`src/rtl/sys_ctrl_rx_pkg.sv`:
```
// Shared types and constants for the UART receive-side command sequencer.
//   state_t       : frame decoder state encoding
//   CMD_*         : command byte codes that open a frame
//   OPA/OPB_ADDR  : register-file slots that hold ALU operands
package sys_ctrl_rx_pkg;

    localparam int unsigned CMD_W     = 8;
    localparam int unsigned ALU_FUN_W = 4;

    localparam logic [CMD_W-1:0] CMD_WR      = 8'hAA;
    localparam logic [CMD_W-1:0] CMD_RD      = 8'hBB;
    localparam logic [CMD_W-1:0] CMD_ALU_OP  = 8'hCC;
    localparam logic [CMD_W-1:0] CMD_ALU_NOP = 8'hDD;

    localparam int unsigned OPA_ADDR = 0;
    localparam int unsigned OPB_ADDR = 1;

    typedef enum logic [2:0] {
        ST_IDLE    = 3'd0,
        ST_WR_ADDR = 3'd1,
        ST_WR_DATA = 3'd2,
        ST_RD_ADDR = 3'd3,
        ST_ALU_OPA = 3'd4,
        ST_ALU_OPB = 3'd5,
        ST_ALU_FUN = 3'd6
    } state_t;

    // States during which the ALU clock must be running
    function automatic logic is_alu_state(input state_t s);
        return (s == ST_ALU_OPA) || (s == ST_ALU_OPB) || (s == ST_ALU_FUN);
    endfunction

endpackage

```
`src/rtl/sys_ctrl_rx_frame_timer.sv`:
```
// Inter-byte timeout counter for an open command frame.
//   clk, rst_n : clock, async active-low reset
//   run        : frame is open, counter advances
//   clear      : byte accepted this cycle, counter restarts
//   expire     : combinational, counter sits at TO_CYC-1 with no byte arriving
module sys_ctrl_rx_frame_timer #(
    parameter int unsigned TO_CYC = 4096
) (
    input  logic clk,
    input  logic rst_n,
    input  logic run,
    input  logic clear,
    output logic expire
);

    localparam int unsigned CNT_W = (TO_CYC > 2) ? $clog2(TO_CYC) : 1;

    logic [CNT_W-1:0] cnt_q;
    logic             at_limit;

    assign at_limit = (cnt_q == CNT_W'(TO_CYC - 1));
    // An arriving byte beats the timeout in the same cycle
    assign expire   = run && at_limit && !clear;

    always_ff @(posedge clk or negedge rst_n) begin
        if (!rst_n) begin
            cnt_q <= '0;
        end else if (!run || clear || at_limit) begin
            cnt_q <= '0;
        end else begin
            cnt_q <= cnt_q + CNT_W'(1);
        end
    end

endmodule

```
`src/rtl/sys_ctrl_rx.sv`:
```
// Receive-side command sequencer: decodes UART byte frames into register-file
// write/read strobes and ALU execute requests.
//   CLK, RST                       : clock, async active-low reset
//   RX_P_DATA, RX_D_VLD            : received byte and its one-cycle valid
//   PAR_ERR, STP_ERR               : per-byte line errors (qualified by RX_D_VLD)
//   RF_WR_EN, RF_RD_EN, RF_ADDR,
//   RF_WR_DATA                     : register-file access (strobes are pulses)
//   ALU_EN, ALU_FUN, CLK_GATE_EN   : ALU execute pulse, function, clock enable
//   BUSY, CMD_DONE, FRAME_ERR      : frame open / completed / aborted
// Build option: RX_ERR_DROP_EN makes a byte with PAR_ERR/STP_ERR abort the frame.
module sys_ctrl_rx
    import sys_ctrl_rx_pkg::*;
#(
    parameter int unsigned DATA_WIDTH = 8,
    parameter int unsigned ADDR_WIDTH = 4,
    parameter int unsigned TO_CYC     = 4096
) (
    input  logic                  CLK,
    input  logic                  RST,
    input  logic [DATA_WIDTH-1:0] RX_P_DATA,
    input  logic                  RX_D_VLD,
    input  logic                  PAR_ERR,
    input  logic                  STP_ERR,
    output logic                  RF_WR_EN,
    output logic                  RF_RD_EN,
    output logic [ADDR_WIDTH-1:0] RF_ADDR,
    output logic [DATA_WIDTH-1:0] RF_WR_DATA,
    output logic                  ALU_EN,
    output logic [ALU_FUN_W-1:0]  ALU_FUN,
    output logic                  CLK_GATE_EN,
    output logic                  BUSY,
    output logic                  CMD_DONE,
    output logic                  FRAME_ERR
);

    state_t                state_q, state_d;
    logic [ADDR_WIDTH-1:0] addr_lat_q, addr_lat_d;
    logic [ADDR_WIDTH-1:0] rf_addr_d;
    logic [DATA_WIDTH-1:0] rf_wr_data_d;
    logic [ALU_FUN_W-1:0]  alu_fun_d;
    logic                  rf_wr_en_d, rf_rd_en_d, alu_en_d, cmd_done_d, frame_err_d;
    logic                  expire;
    logic                  byte_err;
    logic [CMD_W-1:0]      cmd_byte;

    assign cmd_byte = CMD_W'(RX_P_DATA);

`ifdef RX_ERR_DROP_EN
    assign byte_err = PAR_ERR || STP_ERR;
`else
    logic unused_err;
    assign byte_err   = 1'b0;
    assign unused_err = PAR_ERR ^ STP_ERR;
`endif

    sys_ctrl_rx_frame_timer #(
        .TO_CYC (TO_CYC)
    ) u_frame_timer (
        .clk    (CLK),
        .rst_n  (RST),
        .run    (state_q != ST_IDLE),
        .clear  (RX_D_VLD),
        .expire (expire)
    );

    // State and registered outputs
    always_ff @(posedge CLK or negedge RST) begin
        if (!RST) begin
            state_q     <= ST_IDLE;
            addr_lat_q  <= '0;
            RF_WR_EN    <= 1'b0;
            RF_RD_EN    <= 1'b0;
            RF_ADDR     <= '0;
            RF_WR_DATA  <= '0;
            ALU_EN      <= 1'b0;
            ALU_FUN     <= '0;
            CLK_GATE_EN <= 1'b0;
            BUSY        <= 1'b0;
            CMD_DONE    <= 1'b0;
            FRAME_ERR   <= 1'b0;
        end else begin
            state_q     <= state_d;
            addr_lat_q  <= addr_lat_d;
            RF_WR_EN    <= rf_wr_en_d;
            RF_RD_EN    <= rf_rd_en_d;
            RF_ADDR     <= rf_addr_d;
            RF_WR_DATA  <= rf_wr_data_d;
            ALU_EN      <= alu_en_d;
            ALU_FUN     <= alu_fun_d;
            CLK_GATE_EN <= is_alu_state(state_d) || alu_en_d;
            BUSY        <= (state_d != ST_IDLE);
            CMD_DONE    <= cmd_done_d;
            FRAME_ERR   <= frame_err_d;
        end
    end

    // Next state and next output values
    always_comb begin
        state_d      = state_q;
        addr_lat_d   = addr_lat_q;
        rf_addr_d    = RF_ADDR;
        rf_wr_data_d = RF_WR_DATA;
        alu_fun_d    = ALU_FUN;
        rf_wr_en_d   = 1'b0;
        rf_rd_en_d   = 1'b0;
        alu_en_d     = 1'b0;
        cmd_done_d   = 1'b0;
        frame_err_d  = 1'b0;

        if (RX_D_VLD) begin
            if (byte_err) begin
                state_d     = ST_IDLE;
                frame_err_d = 1'b1;
            end else begin
                unique case (state_q)
                    ST_IDLE: begin
                        if      (cmd_byte == CMD_WR)      state_d = ST_WR_ADDR;
                        else if (cmd_byte == CMD_RD)      state_d = ST_RD_ADDR;
                        else if (cmd_byte == CMD_ALU_OP)  state_d = ST_ALU_OPA;
                        else if (cmd_byte == CMD_ALU_NOP) state_d = ST_ALU_FUN;
                    end
                    ST_WR_ADDR: begin
                        addr_lat_d = RX_P_DATA[ADDR_WIDTH-1:0];
                        state_d    = ST_WR_DATA;
                    end
                    ST_WR_DATA: begin
                        rf_wr_en_d   = 1'b1;
                        cmd_done_d   = 1'b1;
                        rf_addr_d    = addr_lat_q;
                        rf_wr_data_d = RX_P_DATA;
                        state_d      = ST_IDLE;
                    end
                    ST_RD_ADDR: begin
                        rf_rd_en_d = 1'b1;
                        cmd_done_d = 1'b1;
                        rf_addr_d  = RX_P_DATA[ADDR_WIDTH-1:0];
                        state_d    = ST_IDLE;
                    end
                    ST_ALU_OPA: begin
                        rf_wr_en_d   = 1'b1;
                        rf_addr_d    = ADDR_WIDTH'(OPA_ADDR);
                        rf_wr_data_d = RX_P_DATA;
                        state_d      = ST_ALU_OPB;
                    end
                    ST_ALU_OPB: begin
                        rf_wr_en_d   = 1'b1;
                        rf_addr_d    = ADDR_WIDTH'(OPB_ADDR);
                        rf_wr_data_d = RX_P_DATA;
                        state_d      = ST_ALU_FUN;
                    end
                    ST_ALU_FUN: begin
                        alu_en_d   = 1'b1;
                        cmd_done_d = 1'b1;
                        alu_fun_d  = RX_P_DATA[ALU_FUN_W-1:0];
                        state_d    = ST_IDLE;
                    end
                    default: state_d = ST_IDLE;
                endcase
            end
        end else if (expire) begin
            // Abandon the frame; strobes already issued stay issued
            state_d     = ST_IDLE;
            frame_err_d = 1'b1;
        end
    end

endmodule

```
`config.mk`:
```
export PLATFORM = sky130hd
export DESIGN_NAME = sys_ctrl_rx
export DESIGN_NICKNAME = d
export VERILOG_FILES = /design/src/rtl/sys_ctrl_rx_pkg.sv /design/src/rtl/sys_ctrl_rx_frame_timer.sv /design/src/rtl/sys_ctrl_rx.sv
export SDC_FILE = /design/constraint.sdc
export NUM_CORES = 1
export LEC_CHECK = 0
export BUFFER_PORTS_ARGS = -buffer_cell sky130_fd_sc_hd__clkbuf_2
export CAP_MARGIN = 15
export CORE_MARGIN = 1
export CORE_UTILIZATION = 38
export CTS_CLUSTER_DIAMETER = 200
export DETAILED_ROUTE_END_ITERATION = 12
export GPL_TIMING_DRIVEN = 0
export PLACE_DENSITY_LB_ADDON = 0.12
export SETUP_SLACK_MARGIN = 0.5
export SLEW_MARGIN = 30
export SYNTH_ARGS = -nofsm -noshare
export SYNTH_HDL_FRONTEND = slang
export SYNTH_SLANG_ARGS = --single-unit
```
`constraint.sdc`:
```
create_clock -name CLK -period 1.5 [get_ports CLK]
set_input_delay 0.075 -clock CLK [delete_from_list [all_inputs] [get_ports CLK]]
set_output_delay 0.075 -clock CLK [all_outputs]
set_load 0.005 [all_outputs]
```
After elaboration in Yosys (flattened, before gate mapping)

Index checks and enable logic that the tools add are counted.
W data, S select, Z words.

$add $sub $neg: 1
Mux-type cells: 19
Reductions and logical operators: 19
Equality and inequality tests: 14

Operators by type and width:

| operator                | number |
|---|---|
| $eq A8 B8 Y1 const B    | 4 |
| $eq A3 B3 Y1 const B    | 6 |
| $mux W3                 | 6 |
| $pmux W4 S4             | 1 |
| $add A12 B1 Y12 const B | 1 |
| $eq A12 B12 Y1 const B  | 1 |
| $mux W12                | 1 |
| $pmux W3 S4             | 1 |
| $mux W1                 | 10 |
| $reduce_and A2 Y1       | 4 |
| $eq A3 B2 Y1 const B    | 2 |
| $reduce_bool A3 Y1      | 2 |
| $reduce_or A3 Y1        | 2 |
| $logic_or A1 B1 Y1      | 5 |
| $reduce_bool A4 Y1      | 1 |
| $eq A3 B1 Y1 const B    | 1 |
| $logic_not A3 Y1        | 1 |
| $logic_and A1 B1 Y1     | 2 |
| $logic_not A1 Y1        | 2 |

Bits in registers: 42

Longest topological paths before layout

Gate-level depths: netlist (run 1).

Depth after elaboration: 11
Mapped depth: 7
Mapped depth without buffers: 6

Hierarchy

From an unflattened synthesis (run 1), not the netlist that was laid out.

Cells, all modules: 181
Area total of the unflattened synthesis: 1930.6 sq um

Modules (own cells, without submodules):

| module                  | sequential area each (sq um) | area each (sq um) | cells an instance | times used |
|---|---|---|---|---|
| sys_ctrl_rx             | 750.7                        | 1347.5            | 124               | 1 |
| sys_ctrl_rx_frame_timer | 300.3                        | 583.1             | 57                | 1 |

Worst setup path before layout (run 1)

Ideal clock, no wire load.

Kind: register to register
From: register state_q[1]
To: register BUSY
Stages on the path, launching flop included: 7
Required time: 1.369 ns
Data arrival time: 1.530 ns
Path slack: -0.161 ns
Path through: dfrtp_1 > inv_1 > ha_1 > clkbuf_1 > o2111ai_1 > nand2_1 > or3_1

RTL lines:

| item                                                                | RTL line           | text |
|---|---|---|
| start: declaration                                                  | sys_ctrl_rx.sv:36  | `state_t state_q, state_d;` |
| start signal: assignment                                            | sys_ctrl_rx.sv:82  | `state_q <= state_d;` |
| parallel branches: the longest is 4 deep, another holds $pmux W3 S4 | --                 |  |
| $mux W3 (*)                                                         | sys_ctrl_rx.sv:110 | `if (RX_D_VLD) begin` |
| via state_d[0]                                                      | sys_ctrl_rx.sv:36  |  |
| $reduce_bool A3 Y1 (*)                                              | sys_ctrl_rx.sv:91  | `BUSY <= (state_d != ST_IDLE);` |
| end signal: assignment                                              | sys_ctrl_rx.sv:91  |  |
| end: declaration                                                    | sys_ctrl_rx.sv:31  | `output logic BUSY,` |

Mark *: on every way through the listed nets, which the timed path passes.
A chain may end at the register's enable or synchronous reset.

Final worst setup path (run 1)

From: register state_q[2]
To: register BUSY

Same word-level chain as after synthesis.

==> key figures, run 1 <==
Run status
  – Status: finished with violations
  – Failing checks: setup timing

STA
  – RSZ-0062 raised after global routing: true
  – Max transition margin: 0.616
  – Worst Slack Setup Final: -0.0838 ns
  – Skew final: 0.00431 ns
  – Max Slew Vio Count: 0
  – Setup TNS: -0.138 ns
  – Final count of hold timing violations: 0
  – Minimum clock period: 1.58 ns
  – F_max: 631 MHz
  – Final Cycle Share: 1.06
  – Worst-Margin Slew: 0.576 ns
  – Endpoints failing setup: 2

Drt
  – DRT Wirelength: 4.96 mm
  – Routed wl met3: 165 um
  – DRC: 0
  – M1 wire length: 2.27 mm
  – WL met2: 2.44 mm
  – Initial drt markers: 48
  – Drt first pass iters: 4
  – Via/cell ratio: 5.02
  – Top sig layer: met4
  – Routed Antenna Nets: 0
  – DR WL/cell: 15.8 um
  – Via Count: 1581

Critical path
  – R2r endpoint: BUSY
  – Data required, critical path: 1.67 ns
  – Crit path kind: reg -> reg
  – Crit path from: state_q[2]
  – R2R setup slack: -0.08 ns
  – Cells on worst reg2reg path: 5
  – Reg-to-reg startpoint: state_q[2]
  – Critical path data arrival time: 1.76 ns
  – CP Capture Type: flop
  – CP Max Fanout: 6
  – CP Launch Type: flop

Final layout
  – Final design utilization: 0.617
  – Inserted Diodes: 0
  – Final net count: 264
  – Share of cells above drive strength 1: 0.605
  – Fill cells: 398
  – Synthesis-to-finish area growth: 54.1%
  – Final non-filler cell total: 315

GRT
  – Antenna violations before repair: 0
  – Largest net degree at the start of global routing: 43
  – GRT Total Usage: 0.184
  – Vias in the first global route: 1521
  – First-pass GRT wire length: 7.39 mm
  – GRT overflow: 0

Placed design
  – Port Buf Inserts: 33
  – Placed Cells: 275
  – Detailed Place HPWL: 2.78 mm
  – Placer Congestion: 0.783

Power
  – Leak: 0.00139 uW
  – P per Cell Area: 1420 nW/um^2
  – Maximum VDD drop: 779 uV

Yosys
  – Yosys top cell by area: dfrtp_1
  – Flops & latches, synth: 42
  – Async set-reset flop share out of synthesis: 1.00
  – Top-count cell post-synth: dfrtp_1
  – Post-synth top cells: 42 x dfrtp_1, 19 x nand2_1, 18 x nor2_1, 12 x mux2_2, 10 x a21oi_1
  – Average cell area after synthesis: 11.0 um^2
  – Synth top area share: 0.545
  – Cell Area, Synth: 1930 um^2
  – Top cells by area, synth: dfrtp_1 54%, mux2_2 7.0%, xor2_1 4.1%
  – Synth Flop Type: dfrtp_1
  – Synth unique cells: 41
  – Mapped Cells: 175
  – Post-Syn Nets: 191
  – Register area share after synthesis: 0.545
  – Number of flops mapped to enable cells by yosys: 0
  – Synth Warn #: 0

Floorplanning
  – Core ar.: 4820 um^2
  – # rows: 25
  – Die area: 5370 um^2
  – I/O pins: 36
  – Die height: 73.3 um
  – Initial Util: 0.401
  – Die X: 73.3 um

Clock network
  – Clk pin slew, worst setup/hold paths: 0.07 ns
  – Htree depth: 2
  – Max Root-Sink Buffers: 2
  – Clk root buf: clkbuf_8
  – Clock latency on the worst-skew pair: 0.29 ns
  – CTS tree: yes
  – CTS Buf Count: 5
  – Clock sink total: 42

Min path
  – Hold endpoint: RF_WR_DATA[7]
  – Hold Startpoint: RX_P_DATA[7]
  – Hold path depth: 2
  – HP Class: in -> reg

Run
  – Max-cap violations: 0
[through the flow]
stage	hold WS, ns	worst slack [ns]	area, um^2	total power, uW
6_report	0.0451	-0.0838	2970	4230
3_5_place_dp	0.139	-0.257	2300	2800
4_1_cts	0.0368	-0.0719	2740	3930
2_1_floorplan	-0.221	-0.0703	2050	2390
3_3_place_gp	0.284	-0.279	2290	2760
5_1_grt	0.0417	-0.165	2970	4500
[per-layer routing]
| metal | vias to the layer above | GRT usage |
|---|---|---|
| li1 | 755 | - |
| met1 | 785 | 0.249 |
| met2 | 32 | 0.289 |
| met3 | 9 | 0.0425 |
| met4 | 0 | 0.0632 |
| met5 | - | 0 |
[cell type report]
type	count	area, um^2	share of cell area
Buffer	6	78.8	0.0265
Inverter	7	33.8	0.0114
Timing Repair Buffer	66	479	0.161
Tap cell	67	83.8	0.0282
Multi-Input combinational cell	120	1170	0.392
Sequential cell	42	1050	0.355
Clock buffer	7	76.3	0.0257
[placed cells by master, fill, tap and decap left out, types with 2 or more instances in the layout]
master	Yosys	final
a21oi_1	10	7
a21oi_2	0	3
and3_4	1	2
and4_4	1	2
buf_4	1	18
buf_6	0	16
buf_8	0	3
clkbuf_1	2	2
clkbuf_2	0	32
clkbuf_8	0	5
dfrtp_1	42	39
dfrtp_2	0	3
ha_4	0	3
inv_1	7	3
inv_2	0	2
mux2_4	0	12
nand2_1	19	12
nand2_2	1	7
nand2b_4	0	2
nand3_1	6	5
nand4_1	2	2
nand4bb_1	2	2
nor2_1	18	6
nor2_2	0	9
nor2_4	0	3
nor3b_2	0	3
o21ai_4	0	2
or2_4	0	2
or3_4	0	2
xor2_1	9	9
[critical path, stage by stage (launching register included)]
cell and delay [ns]:
dfrtp_2 0.47, ha_4 0.19, buf_8 0.13, o2111ai_4 0.23, nand2_2 0.09, or3_4 0.36
[power breakdown]
group	total, uW	switching [uW]	internal [uW]
clock network	667	347	320
registers	1610	189	1420
logic	1950	839	1110
[state kept, by name, indices dropped and copies added, names as in the netlist]
signal / count
u_frame_timer.cnt_q: 12
ALU_FUN: 4
CLK_GATE_EN: 1
FRAME_ERR: 1
RF_RD_EN: 1
ALU_EN: 1
BUSY: 1
CMD_DONE: 1
state_q: 3
RF_ADDR: 4
addr_lat_q: 4
RF_WR_DATA: 8
RF_WR_EN: 1
[worst max-delay path by stage]
stage	to	slack, ns	depth (start not counted)
3_3_place_gp	BUSY	-0.28	7
6_report	BUSY	-0.08	5
5_1_grt	BUSY	-0.16	5
4_1_cts	BUSY	-0.07	5
3_5_place_dp	BUSY	-0.26	7
2_1_floorplan	BUSY	-0.07	7
[cells by family (layout without fill, tap and decap cells)]
kind of cell / Yosys count / count (layout) / synth area share
simple gates: 70 / 70 / 0.196
flops: 42 / 42 / 0.545
compound gates: 25 / 25 / 0.0960
buf+inv: 13 / 86 / 0.0285
mux: 12 / 12 / 0.0700
xor+xnor: 10 / 10 / 0.0454
fa+ha+maj: 3 / 3 / 0.0195
[repair_timing]
item,CTS,global route
setup buffers,22,9
hold buffers,1,0
endpoints found under the hold margin,42,0
pin swaps,31,18
gates resized for setup,47,37
cloned,1,0
endpoints found under the setup margin,41,41
(Power assumes the default switching activity.)
==> run 2, diff against run 1 <==
Settings changed: ABC_AREA set to 1, PLACE_DENSITY set to 0.61, PLACE_DENSITY_LB_ADDON 0.12 to not set.
==> run 2 against run 1 <==
Effect of this change: the flow still finishes with violations (setup timing); sequential power rose by 8%; critical path depth rose by 7; first-iteration DRC count fell by 19%; synthesized area fell by 0.58%; die area fell by 0.57%; synthesized cell count rose by 24%; maximum frequency fell by 4.5%; final cell count rose by 11%.
==> key figures, run 2 <==
Clock network
  – Clk pin slew, worst setup/hold paths: 0.08 ns (about the same)
  – CTS Buf Count: 5 (unchanged)
  – Clock latency on the worst-skew pair: 0.30 ns (about the same)
  – Max Root-Sink Buffers: 2 (unchanged)
  – Clock sink total: 42 (unchanged)
  – CTS tree: yes
  – Htree depth: 2 (unchanged)
  – Clk root buf: clkbuf_8

Critical path
  – Data required, critical path: 1.68 ns (about the same)
  – Crit path cell chain: ha_2 -> nand2_2 -> inv_2 -> nand2_2 -> nor2_4 -> nand2_2 -> nor2_4 -> nand3_2 -> nand3_2 -> nand2_2 -> nand2_1 -> nand2_1
  – Crit path kind: reg -> reg
  – CP Max Fanout: 4 (-2)
  – CP dominant cell by count: nand2_2
  – Critical path data arrival time: 1.84 ns (+0.08 ns)
  – Buf/Inv on CP: 1 (unchanged)
  – CP Capture Type: flop
  – Max incr delay on CP: 0.37 ns (-0.10 ns)
  – CP delay by family, top: simple AND/OR/NAND/NOR gates
  – CP Launch Type: flop
  – Crit path max-delay cell type: dfrtp_1

Floorplanning
  – Die height: 73.0 um (-0.29%)
  – # rows: 25 (unchanged)
  – Initial Util: 0.401 (about the same)
  – Die X: 73.0 um (-0.29%)
  – Core ar.: 4790 um^2 (-0.65%)
  – Die area: 5340 um^2 (-0.57%)
  – I/O pins: 36 (unchanged)

STA
  – Max transition margin: 0.620 (+0.00340)
  – Final hold slack: 0.0337 ns (-0.0114 ns)
  – RSZ-0062 raised after global routing: true
  – Minimum clock period: 1.66 ns (+0.0750 ns)
  – Worst Slack Setup Final: -0.159 ns (-0.0750 ns)
  – Skew final: 0.0103 ns (+0.00596 ns)
  – Setup TNS: -1.60 ns (-1.46 ns)
  – Final Cycle Share: 1.11 (+0.0500)
  – Endpoints failing setup: 18 (+16)
  – Worst-Margin Slew: 0.571 ns (-0.00510 ns)
  – Max Slew Vio Count: 0 (unchanged)
  – F_max: 603 MHz (-4.5%)
  – Final count of hold timing violations: 0 (unchanged)

GRT
  – First-pass GRT wire length: 7.18 mm (-2.9%)
  – GRT Total Usage: 0.178 (-0.00543)
  – Vias in the first global route: 1573 (+3.4%)
  – Global Route met2 Usage: 0.296 (+0.00720)
  – Met1 Use GR: 0.227 (-0.0213)
  – Most used routing layer in global routing: met2
  – Met3 usage: 0.0387 (-0.00385)
  – Antenna violations before repair: 0 (unchanged)
  – GRT overflow: 0 (unchanged)
  – Largest net degree at the start of global routing: 43 (unchanged)

Run status
  – Status: finished with violations
  – Failing checks: setup timing

Power
  – Internal: 3120 uW (+9.5%)
  – Net Sw Frac: 0.369 (+0.0437)
  – Clk pwr share: 0.180 (+0.022)
  – Sw Pwr: 1830 uW (+33%)
  – P per Cell Area: 1780 nW/um^2 (+25%)
  – Maximum VDD drop: 891 uV (+14%)
  – Total power: 4950 uW (+17%)
  – Reg power frac: 0.352 (-0.029)
  – Leak: 0.00136 uW (-2.0%)
  – Gate power share: 0.468 (+0.007)

Placed design
  – Detailed Place HPWL: 2.84 mm (+2.1%)
  – Placed Cells: 317 (+15%)
  – Dpl ws: -0.181 ns (+0.0753 ns)
  – Placer Congestion: 0.831 (+6.2%)
  – Port Buf Inserts: 33 (unchanged)

Yosys
  – Synth top area share: 0.548 (+0.00320)
  – Top cells by area, synth: dfrtp_1 55%, nand2_1 10%, nor2_1 5.9%
  – Average cell area after synthesis: 8.84 um^2 (-20%)
  – Synth Warn #: 0 (unchanged)
  – Number of flops mapped to enable cells by yosys: 0 (unchanged)
  – Synth unique cells: 28 (-32%)
  – Post-synth top cells: 53 x nand2_1, 42 x dfrtp_1, 30 x nor2_1, 22 x inv_1, 9 x o21ai_0
  – Mapped Cells: 217 (+24%)
  – Async set-reset flop share out of synthesis: 1.00 (unchanged)
  – Synth Flop Type: dfrtp_1
  – Post-Syn Nets: 233 (+22%)
  – Cell Area, Synth: 1920 um^2 (-0.58%)
  – Top-count cell post-synth: nand2_1
  – Flops & latches, synth: 42 (unchanged)
  – Register area share after synthesis: 0.548 (+0.00320)
  – Yosys top cell by area: dfrtp_1

Final layout
  – Biggest regs: u_frame_timer.cnt_q (12), RF_WR_DATA (8)
  – Inserted Diodes: 0 (unchanged)
  – Most flop-heavy register: u_frame_timer.cnt_q
  – Fill cells: 415 (+4.3%)
  – Final non-filler cell total: 351 (+11%)
  – Share of cells above drive strength 1: 0.458 (-0.147)
  – Final net count: 299 (+13%)
  – Synthesis-to-finish area growth: 45.3%
  – Commonest non-fill, non-tap cell in the layout: nand2_1
  – Max FFs per register: 12 (unchanged)
  – Commonest non-fill, non-tap cells in the layout: 41 x nand2_1, 40 x dfrtp_1, 32 x clkbuf_2

Drt
  – DR WL/cell: 12.5 um (-20%)
  – Via Count: 1655 (+4.7%)
  – Initial drt markers: 39 (-19%)
  – Drt first pass iters: 4 (unchanged)
  – Via/cell ratio: 4.72 (-6.1%)
  – Routed Antenna Nets: 0 (unchanged)
  – DRC: 0 (unchanged)
  – DRT Wirelength: 4.41 mm (-11%)

Run
  – Max-cap violations: 0 (unchanged)

Min path
  – HP Class: in -> reg
==> run 2: changes by cell type in the layout (fill, tap and decap cells not counted), sizes merged, moves of 6 or more <==
cell / before / now
xor2: 9 / 2
nor2: 18 / 32
o21ai: 4 / 10
nand2: 20 / 57
mux2: 12 / 3
buf: 38 / 27
inv: 7 / 24
==> run 2: layer usage <==
| layer | up-vias | part of all wire |
|---|---|---|
| met4 | 0 | 0.013 |
| met3 | 5 | 0.031 |
| met1 | 793 | 0.45 |
| li1 | 835 | - |
| met5 | - | 0 |
| met2 | 22 | 0.50 |
==> run 2: final timing paths <==
kind	startpoint	to	slack [ns]	depth (start not counted)
worst max register to register	u_frame_timer.cnt_q[0]	CLK_GATE_EN	-0.16	12
worst min-delay path	RX_P_DATA[5]	RF_WR_DATA[5]	0.03	3
worst min register to register	ALU_FUN[1]	ALU_FUN[1]	0.50	2
max in group asynchronous	RST	state_q[1]	0.75	2
worst max-delay path	u_frame_timer.cnt_q[0]	CLK_GATE_EN	-0.16	12
min in group asynchronous	RST	RF_ADDR[0]	0.34	2
==> run 2: power by group through the flow <==
stage	registers (uW)	clock network [uW]	logic [uW]
after floorplan	1740	0	1020
after global placement	1740	0	1530
after detailed placement	1750	0	1550
after CTS	1730	911	2100
after global routing	1790	962	2540
final	1740	890	2310
==> run 2: timing repair <==
item	4_1_cts	5_1_grt
endpoints found under the setup margin	40	42
endpoints found under the hold margin	42	0
pin swaps	12	2
setup buffers	16	6
resized for setup	50	19
hold buffers	1	0
cloned	3	0
==> run 2: cell families (layout without fill, tap and decap cells) <==
family / count (synthesis) / count (layout) / share of synthesized area
mux: 3 / 3 / 0.0176
fa+ha+maj: 3 / 3 / 0.0196
xor+xnor: 4 / 4 / 0.0183
flops: 42 / 42 / 0.548
compound gates: 26 / 26 / 0.0770
buf+inv: 27 / 94 / 0.0587
simple gates: 112 / 112 / 0.261
==> run 2: cell type report <==
cell class / count / area (um^2) / share of cell area
Buffer: 3 / 33.8 / 0.0121
Timing Repair inverter: 1 / 7.51 / 0.00269
Multi-Input combinational cell: 148 / 995 / 0.357
Clock buffer: 6 / 72.6 / 0.0260
Inverter: 24 / 97.6 / 0.0350
Tap cell: 67 / 83.8 / 0.0301
Timing Repair Buffer: 58 / 407 / 0.146
Sequential cell: 42 / 1050 / 0.378
Clock inverter: 2 / 37.5 / 0.0135
==> run 2: tightest hold or removal path, stage by stage <==
cell	delay, ns
clkbuf_2	0.09
inv_1	0.07
a21oi_2	0.05
==> run 2: through the flow <==
stage | area, um^2 | util
after floorplan | 1990 | -
after global placement | 2240 | 0.468
after detailed placement | 2240 | 0.469
after CTS | 2670 | 0.558
after global routing | 2790 | 0.582
final | 2790 | 0.582
==> run 3, diff against run 2 <==
Settings changed: CORE_MARGIN 1 to 2.
==> run 3 against run 2 <==
Effect of this change: critical path type unchanged; power rose by 1.8%; clock skew fell by 0.0063 ns; the run still ends with setup timing left; flip-flop and latch count did not move.
==> key figures, run 3 (synthesis results as in run 2) <==
Run status
  – Status: finished with violations
  – Failing checks: setup timing

Floorplanning
  – Initial Util: 0.401 (unchanged)
  – Core ar.: 4790 um^2 (unchanged)
  – Die area: 5630 um^2 (+5.6%)
  – # rows: 25 (unchanged)
  – Die X: 75.0 um (+2.7%)
  – Die height: 75.0 um (+2.7%)
  – I/O pins: 36 (unchanged)

Drt
  – DR WL/cell: 13.1 um (+4.3%)
  – Initial drt markers: 85 (+120%)
  – Drt first pass iters: 4 (unchanged)
  – Via Count: 1662 (+0.42%)
  – DRT Wirelength: 4.62 mm (+4.9%)
  – Routed Antenna Nets: 0 (unchanged)
  – Via/cell ratio: 4.71 (-0.15%)
  – DRC: 0 (unchanged)

Critical path
  – Crit path max-delay cell type: dfrtp_1
  – Cells on worst reg2reg path: 12 (unchanged)
  – CP Max Fanout: 3 (-1)
  – CP Capture Type: flop
  – Buf/Inv on CP: 1 (unchanged)
  – CP dominant cell by count: nand2_2
  – Critical path data arrival time: 1.84 ns (about the same)
  – Data required, critical path: 1.68 ns (about the same)
  – R2R setup slack: -0.16 ns (about the same)
  – Max incr delay on CP: 0.37 ns (about the same)
  – Crit path cell chain: ha_2 -> nand2_2 -> inv_2 -> nand2_4 -> nor2_4 -> nand2_2 -> nor2_4 -> nand3_2 -> nand3_2 -> nand2_2 -> nand2_1 -> nand2_1
  – Crit path kind: reg -> reg
  – R2r endpoint: CLK_GATE_EN
  – Reg-to-reg startpoint: u_frame_timer.cnt_q[0]
  – CP delay by family, top: simple AND/OR/NAND/NOR gates
  – CP Launch Type: flop

Final layout
  – Commonest non-fill, non-tap cells in the layout: 41 x nand2_1, 40 x dfrtp_1, 32 x clkbuf_2
  – Final net count: 302 (+1.0%)
  – Register area: 1050 um^2 (unchanged)
  – Design area: 2800 um^2 (+0.40%)
  – Share of cells above drive strength 1: 0.441 (-0.0172)
  – Inserted Diodes: 0 (unchanged)
  – Fill cells: 418 (+0.72%)
  – Synthesis-to-finish area growth: 45.9%
  – Multi-input logic area: 987 um^2 (-0.75%)
  – Max FFs per register: 12 (unchanged)
  – Commonest non-fill, non-tap cell in the layout: nand2_1
  – Biggest regs: u_frame_timer.cnt_q (12), RF_WR_DATA (8)
  – Most flop-heavy register: u_frame_timer.cnt_q

GRT
  – GRT overflow: 0 (unchanged)
  – Largest net degree at the start of global routing: 43 (unchanged)
  – First-pass GRT wire length: 7.43 mm (+3.6%)
  – Vias in the first global route: 1641 (+4.3%)
  – Antenna violations before repair: 0 (unchanged)
  – GRT Total Usage: 0.176 (-0.00165)

Run
  – Max-cap violations: 0 (unchanged)

Power
  – Leak: 0.00140 uW (+2.6%)
  – P per Cell Area: 1800 nW/um^2 (+1.3%)
  – Maximum VDD drop: 886 uV (-0.65%)

Placed design
  – Placer Congestion: 0.847 (+1.8%)
  – Placed Area: 2240 um^2 (unchanged)
  – Port Buf Inserts: 33 (unchanged)
  – Detailed Place HPWL: 2.83 mm (-0.41%)

Min path
  – HP Class: in -> reg
  – Hold path depth: 2 (-1)
  – Hold Startpoint: RX_P_DATA[7]
  – Hold endpoint: RF_WR_DATA[7]

Clock network
  – Clk root buf: clkbuf_8
  – Clock latency on the worst-skew pair: 0.29 ns (about the same)
  – Max Root-Sink Buffers: 2 (unchanged)
  – Htree depth: 2 (unchanged)
  – CTS Buf Count: 5 (unchanged)
  – Clk pin slew, worst setup/hold paths: 0.08 ns (about the same)
  – Clock sink total: 42 (unchanged)
  – CTS tree: yes

STA
  – RSZ-0062 raised after global routing: true
  – Skew final: 0.00398 ns (-0.00629 ns)
  – Endpoints failing setup: 17 (-1)
  – Max Slew Vio Count: 0 (unchanged)
  – Final Cycle Share: 1.11 (+0.00391)
  – Worst-Margin Slew: 0.581 ns (+0.0102 ns)
  – F_max: 601 MHz (-0.35%)
  – Final hold slack: 0.0315 ns (-0.00218 ns)
  – Worst Slack Setup Final: -0.165 ns (-0.00586 ns)
  – Final count of hold timing violations: 0 (unchanged)
  – Max transition margin: 0.613 (-0.00678)
  – Minimum clock period: 1.66 ns (+0.00586 ns)
run 3: changes by cell type in the layout (fill, tap and decap cells not counted), sizes merged:
| cell | before | now |
|---|---|---|
| buf | 27 | 30 |
| clkinvlp | 2 | 1 |
run 3: per-layer routing:
metal / track usage / vias to the layer above / share of wire
met2: 0.303 / 25 / 0.51
li1: - / 841 / -
met3: 0.0415 / 8 / 0.033
met1: 0.221 / 788 / 0.44
met4: 0.0536 / 0 / 0.010
met5: 0 / - / 0
run 3: report_power, final:
group | internal (uW) | leakage (uW) | switching, uW
clock network | 533 | 0.0000573 | 386
registers | 1500 | 0.000539 | 239
logic | 1170 | 0.000803 | 1210
total | 3200 | 0.00140 | 1830
run 3: cell type report:
class,instances,area share
buffer,3,0.0121
clock buffer,6,0.0295
clock inverter,1,0.0107
inverter,24,0.0367
multi-input combinational,148,0.353
sequential,42,0.376
tap,67,0.0300
timing repair buffer,61,0.149
timing repair inverter,1,0.00268
run 3: repair_timing:
action,4_1_cts,5_1_grt
gates resized for setup,45,20
pin swaps,7,3
gates cloned,3,0
hold endpoints to repair,42,0
setup buffers,21,4
hold buffers,1,0
setup endpoints to repair,39,42
run 3: how the worst max path moves through the flow:
stage                           start                endpoint  slack (ns)  cells past startpoint
6_report       u_frame_timer.cnt_q[0]             CLK_GATE_EN       -0.16                     12
5_1_grt        u_frame_timer.cnt_q[0]                    BUSY       -0.25                     12
4_1_cts        u_frame_timer.cnt_q[0]                    BUSY       -0.11                     12
3_5_place_dp   u_frame_timer.cnt_q[0]  u_frame_timer.cnt_q[6]       -0.18                     11
3_3_place_gp               state_q[1]             CLK_GATE_EN       -0.17                      9
2_1_floorplan  u_frame_timer.cnt_q[0]                    BUSY        0.02                     12
run 3: through the flow:
step	TNS (ns)	instances	power [uW]	util	worst slack, ns
2_1_floorplan	0	217	2760	-	0.0215
3_3_place_gp	-1.86	317	3270	0.468	-0.170
3_5_place_dp	-2.06	317	3290	0.469	-0.177
4_1_cts	-1.09	349	4800	0.561	-0.107
5_1_grt	-3.02	353	5390	0.585	-0.250
6_report	-1.52	353	5040	0.585	-0.165
run 3: worst register-to-register path, cell delays in order, from the launching register on:
cell     delay [ns]
dfrtp_1        0.37
ha_2           0.19
nand2_2        0.05
inv_2          0.07
nand2_4        0.05
nor2_4         0.11
nand2_2        0.08
nor2_4         0.15
nand3_2        0.14
nand3_2        0.11
nand2_2        0.06
nand2_1        0.09
nand2_1        0.07
